$ cat config.mk
export PLATFORM = sky130hd
export DESIGN_NAME = bk4_div
export DESIGN_NICKNAME = d
export VERILOG_FILES = /design/src/rtl/bk_div_pkg.sv /design/src/rtl/bk5_sub.sv /design/src/rtl/bk4_div.sv
export SDC_FILE = /design/constraint.sdc
export NUM_CORES = 1
export LEC_CHECK = 0
export ABC_AREA = 1
export CORE_MARGIN = 5
export CORE_UTILIZATION = 36
export CTS_BUF_LIST = sky130_fd_sc_hd__clkbuf_4 sky130_fd_sc_hd__clkbuf_8
export DETAILED_ROUTE_END_ITERATION = 10
export SLEW_MARGIN = 0
export SYNTH_ARGS = -nofsm -noshare
export SYNTH_HDL_FRONTEND = slang
export SYNTH_SLANG_ARGS = --single-unit
$ cat constraint.sdc
create_clock -name clk -period 1.55 [get_ports clk]
set_input_delay 0.465 -clock clk [delete_from_list [all_inputs] [get_ports clk]]
set_output_delay 0.465 -clock clk [all_outputs]
set_load 0.01 [all_outputs]
$ cat src/rtl/bk_div_pkg.sv
// Shared constants and state encoding for the 4-bit sequential divider.
package bk_div_pkg;
    localparam int DIV_W = 4;
    localparam int SUB_W = DIV_W + 1;

    typedef enum logic [1:0] {
        IDLE = 2'd0,
        RUN  = 2'd1,
        DONE = 2'd2
    } state_t;

    // Quotient reported when the divisor is zero.
    localparam logic [DIV_W-1:0] DBZ_QUOT = 4'hF;
endpackage

$ cat src/rtl/bk5_sub.sv
// 5-bit subtractor a - b as a + ~b + 1 on a Brent-Kung prefix tree.
module bk5_sub
    import bk_div_pkg::*;
(
    input  logic [SUB_W-1:0] a,
    input  logic [SUB_W-1:0] b,
    output logic [SUB_W-1:0] diff,
    output logic             cout
);
    logic [SUB_W-1:0] g, p, c;
    logic g0c, g10, g32, p32, g30, g20, g40;

    for (genvar i = 0; i < SUB_W; i++) begin : g_gp
        assign g[i] = a[i] & ~b[i];
        assign p[i] = a[i] ^ ~b[i];
    end

    // Carry-in of 1 folds into bit 0's group generate.
    assign g0c = g[0] | p[0];

    // Up-sweep
    assign g10 = g[1] | (p[1] & g0c);
    assign g32 = g[3] | (p[3] & g[2]);
    assign p32 = p[3] & p[2];
    assign g30 = g32 | (p32 & g10);

    // Down-sweep
    assign g20 = g[2] | (p[2] & g10);
    assign g40 = g[4] | (p[4] & g30);

    assign c    = {g30, g20, g10, g0c, 1'b1};
    assign diff = p ^ c;
    assign cout = g40;
endmodule

$ cat src/rtl/bk4_div.sv
// 4-bit unsigned restoring divider, one quotient bit per clock.
module bk4_div
    import bk_div_pkg::*;
(
    input  logic             clk,
    input  logic             rst,
    input  logic             start,
    input  logic [DIV_W-1:0] dividend,
    input  logic [DIV_W-1:0] divisor,
    output logic             busy,
    output logic             done,
    output logic [DIV_W-1:0] quotient,
    output logic [DIV_W-1:0] remainder,
    output logic             div_by_zero
);
    state_t           state, state_nxt;
    logic [DIV_W-1:0] q, d;
    logic [SUB_W-1:0] r, s, t;
    logic [1:0]       cnt;
    logic             dbz, nb, accept;
    logic             unused_r_msb;

    assign s = {r[DIV_W-1:0], q[DIV_W-1]};

    bk5_sub u_sub (
        .a    (s),
        .b    ({1'b0, d}),
        .diff (t),
        .cout (nb)
    );

    always_comb begin
        state_nxt = state;
        accept    = 1'b0;
        case (state)
            IDLE, DONE: begin
                state_nxt = IDLE;
                if (start) begin
                    accept    = 1'b1;
                    state_nxt = (divisor == '0) ? DONE : RUN;
                end
            end
            RUN:     if (cnt == 2'd0) state_nxt = DONE;
            default: state_nxt = IDLE;
        endcase
    end

    always_ff @(posedge clk) begin
        if (rst) begin
            state <= IDLE;
            q     <= '0;
            r     <= '0;
            d     <= '0;
            cnt   <= '0;
            dbz   <= 1'b0;
        end else begin
            state <= state_nxt;
            if (accept) begin
                if (divisor != '0) begin
                    q   <= dividend;
                    r   <= '0;
                    d   <= divisor;
                    cnt <= 2'd3;
                    dbz <= 1'b0;
                end else begin
                    q   <= DBZ_QUOT;
                    r   <= {1'b0, dividend};
                    dbz <= 1'b1;
                end
            end else if (state == RUN) begin
                r <= nb ? t : s;
                q <= {q[DIV_W-2:0], nb};
                if (cnt != 2'd0) cnt <= cnt - 2'd1;
            end
        end
    end

    // A completed step always leaves R < D, so the top bit never reaches the output.
    assign unused_r_msb = r[DIV_W];

    assign busy        = (state == RUN);
    assign done        = (state == DONE);
    assign quotient    = q;
    assign remainder   = r[DIV_W-1:0];
    assign div_by_zero = dbz;
endmodule

==> impl_metrics.tcl <==
set metrics [dict create \
    cpMostUsedCell "inv_2" \
    place.gp.congestion 0.809 \
    regArea_um2 347 \
    synth.yosys.warnings 0 \
    synth_top_cell_area_share_pct 36.5 \
    syn-num-nets 145 \
    cp.arrival_ns 1.89 \
    layout.nets 186 \
    peakVddDrop_mv 0.584 \
    seq_area_frac_synth_pct 36.5 \
    final.setup.tns_ns -0.182 \
    path_buf_inv 3 \
    fin_skew_ns 0.0182 \
    drt-pass1-iter-count 6 \
    core_area_mm2 0.00248 \
    path_class "register to register" \
    rsz0062_at_grt "yes" \
    drc 0 \
    grt_pass1_vias 982 \
    post_cts_buffers 0 \
    wirelength_mm 2.48 \
    die_h_um 60.9 \
    ant_nets 0 \
    final-setup-viol-count 3 \
    cts_sinks 17 \
    port_buffers 21 \
    synth_area_um2 932 \
    wl_per_cell_um 12.5 \
    crit_family "adder cells" \
    die_w_um 60.9 \
    worstHoldPathType "register to register" \
    synth-edff-count 0 \
    grt_use_total_pct 14.9 \
    period_needed_ns 1.67 \
    crit_chain "inv_2, ha_4, fa_2, inv_2, fa_2, inv_2, nand2_2, nand3_2, a21oi_2" \
    outcome "finished with violations" \
    max_stage_delay_ns 0.43 \
    cts_buffers 3 \
    p_leak_nw 0.651 \
    postSynthAreaPerCell_um2 7.28 \
    post-route-period-util_pct 108 \
    rows 18 \
    fillers 259 \
    diodes 0 \
    drive_gt1_share_pct 29.8 \
    synth_cells 128 \
    antenna_found_initial 0 \
    start_util_pct 37.6 \
    placed_area_mm2 0.00130 \
    fin_ws_ns -0.123 \
    yosysMostFrequentCell "inv_1" \
    maxCapViolations 0 \
    worstSetupEndpointType "register" \
    synthTopCellsByArea "dfxtp_1 37%, inv_1 7.7%, a21oi_1 7.5%" \
    hold_viol 0 \
    hold_buffers 0 \
    finalInstanceArea_mm2 0.00137 \
    pwr_density_cell_mw_per_mm2 1000 \
    first_iter_violations 32 \
    critPathMaxFanout 2 \
    tightest_slew_ns 0.368 \
    critPathSlowestCell "fa_2" \
    via_count 979 \
    fmax_mhz 598 \
    die_area_mm2 0.00371 \
    violations "setup timing" \
    startpoint_type "register" \
    synth_cell_type_count 23 \
    synth_top_area_cell "dfxtp_1" \
    max_slew_margin_pct 75.4 \
    ioPinCount 22 \
    slew_viol_final 0 \
    grt_pass1_wl_mm 4.15 \
    cts_root_buf "clkbuf_4" \
    grt_max_degree 14 \
    synth-async-reset-ratio_pct 0 \
    hpwlAfterDp_mm 1.84 \
    dpl_worst_slack_ns -0.222 \
    cp.required_ns 1.76 \
    multi_input_area_um2 558 \
    timing.hold.ws_ns 0.492 \
    clk_pin_slew_ns 0.12 \
    clockBufferDepth 2 \
    synth_ff_type "dfxtp_1" \
    cts_tree "yes" \
    clk_latency_ns 0.31 \
    ys_seq_elements 17 \
    overflow 0 \
    synth_common_cells "19 x inv_1, 17 x dfxtp_1, 17 x nand2_1" \
    syn_to_final_growth_pct 47.1 \
    htreeDepth 1 \
    via_per_inst 4.94 \
]
through the flow:
| step | utilization [%] | power, mW | std cells |
|---|---|---|---|
| 2_1_floorplan | - | 0.845 | 128 |
| 3_3_place_gp | 52.4 | 1.07 | 194 |
| 3_5_place_dp | 52.4 | 1.08 | 194 |
| 4_1_cts | 54.5 | 1.35 | 198 |
| 5_1_grt | 55.4 | 1.48 | 198 |
| 6_report | 55.4 | 1.37 | 198 |
layout by cell type (no fill, tap or decap):
cell type        synthesis  layout
nand3_4                  0       2
nand2_2                  2       2
inv_1                   19      16
nand4_1                  4       4
o21ai_0                  6       5
ha_4                     0       1
inv_4                    1       1
nand3_1                 11       7
o21ai_1                  6       7
a21oi_1                 14      12
nand3_2                  0       2
clkbuf_2                 0       2
nand2_4                  1       2
a21oi_2                  1       3
inv_2                    2       5
nor2_2                   1       1
dfxtp_2                  0       5
clkdlybuf4s50_1          0      10
nor2_1                  12      12
o22ai_1                  3       3
nand2_1                 17      16
fa_2                     0       2
o211ai_1                 1       1
nor2_4                   1       1
dlygate4sd2_1            0       9
ha_1                     4       3
clkbuf_4                 0       3
dfxtp_1                 17      12
nor3_1                   1       1
clkinv_2                 0       1
buf_4                    0      17
layout make-up:
class                      count  share of cell area (%)
inverter                      22                    6.20
clock inverter                 1                   0.365
multi-input combinational     87                    40.7
timing repair buffer          38                    23.1
sequential                    17                    25.3
tap                           30                    2.74
clock buffer                   3                    1.64
cells by family after synthesis:
kind of cell             share of synthesized area, %
AND/OR/NAND/NOR                                  25.2
AO/OA/AOI/OAI                                    17.7
buffers and inverters                            10.9
flip-flops                                       36.5
adder cells (fa/ha/maj)                          9.66
per-layer routing:
metal | vias up | wire length, µm | GRT usage (%)
met4 | 0 | 65 | 4.95
met3 | 9 | 148 | 4.89
met5 | - | 0 | 0
li1 | 506 | - | -
met1 | 439 | 1120 | 18.3
met2 | 25 | 1150 | 24.4
path summary, 6_finish.rpt:
check                                               from           endpoint  slack [ns]  cells past startpoint
worst max register to register  quotient[3]$_SDFFE_PP0P_  r[2]$_SDFFE_PP0P_       -0.12                      9
worst min-delay path                   d[0]$_SDFFE_PP0P_  d[0]$_SDFFE_PP0P_        0.49                      2
worst max-delay path            quotient[3]$_SDFFE_PP0P_  r[2]$_SDFFE_PP0P_       -0.12                      9
worst min register to register         d[0]$_SDFFE_PP0P_  d[0]$_SDFFE_PP0P_        0.49                      2
sequential cells by signal (all words and copies together) (netlist names):
signal	flops
div_by_zero	1
cnt	2
r	4
quotient	4
state	2
d	4
worst min-delay path: stages (launching register included):
cell	delay, ns
dfxtp_2	0.35
nand2_1	0.06
a21oi_1	0.05
report_power, final:
group | switching [mW] | internal (mW)
registers | 0.0379 | 0.493
clock network | 0.152 | 0.0963
logic | 0.320 | 0.274
total | 0.510 | 0.864
timing repair:
action                                  4_1_cts  5_1_grt
gates resized for setup                      21       12
pin swaps                                     5        9
endpoints found under the setup margin       16       10
No activity file was read; power rests on OpenSTA's default activity.
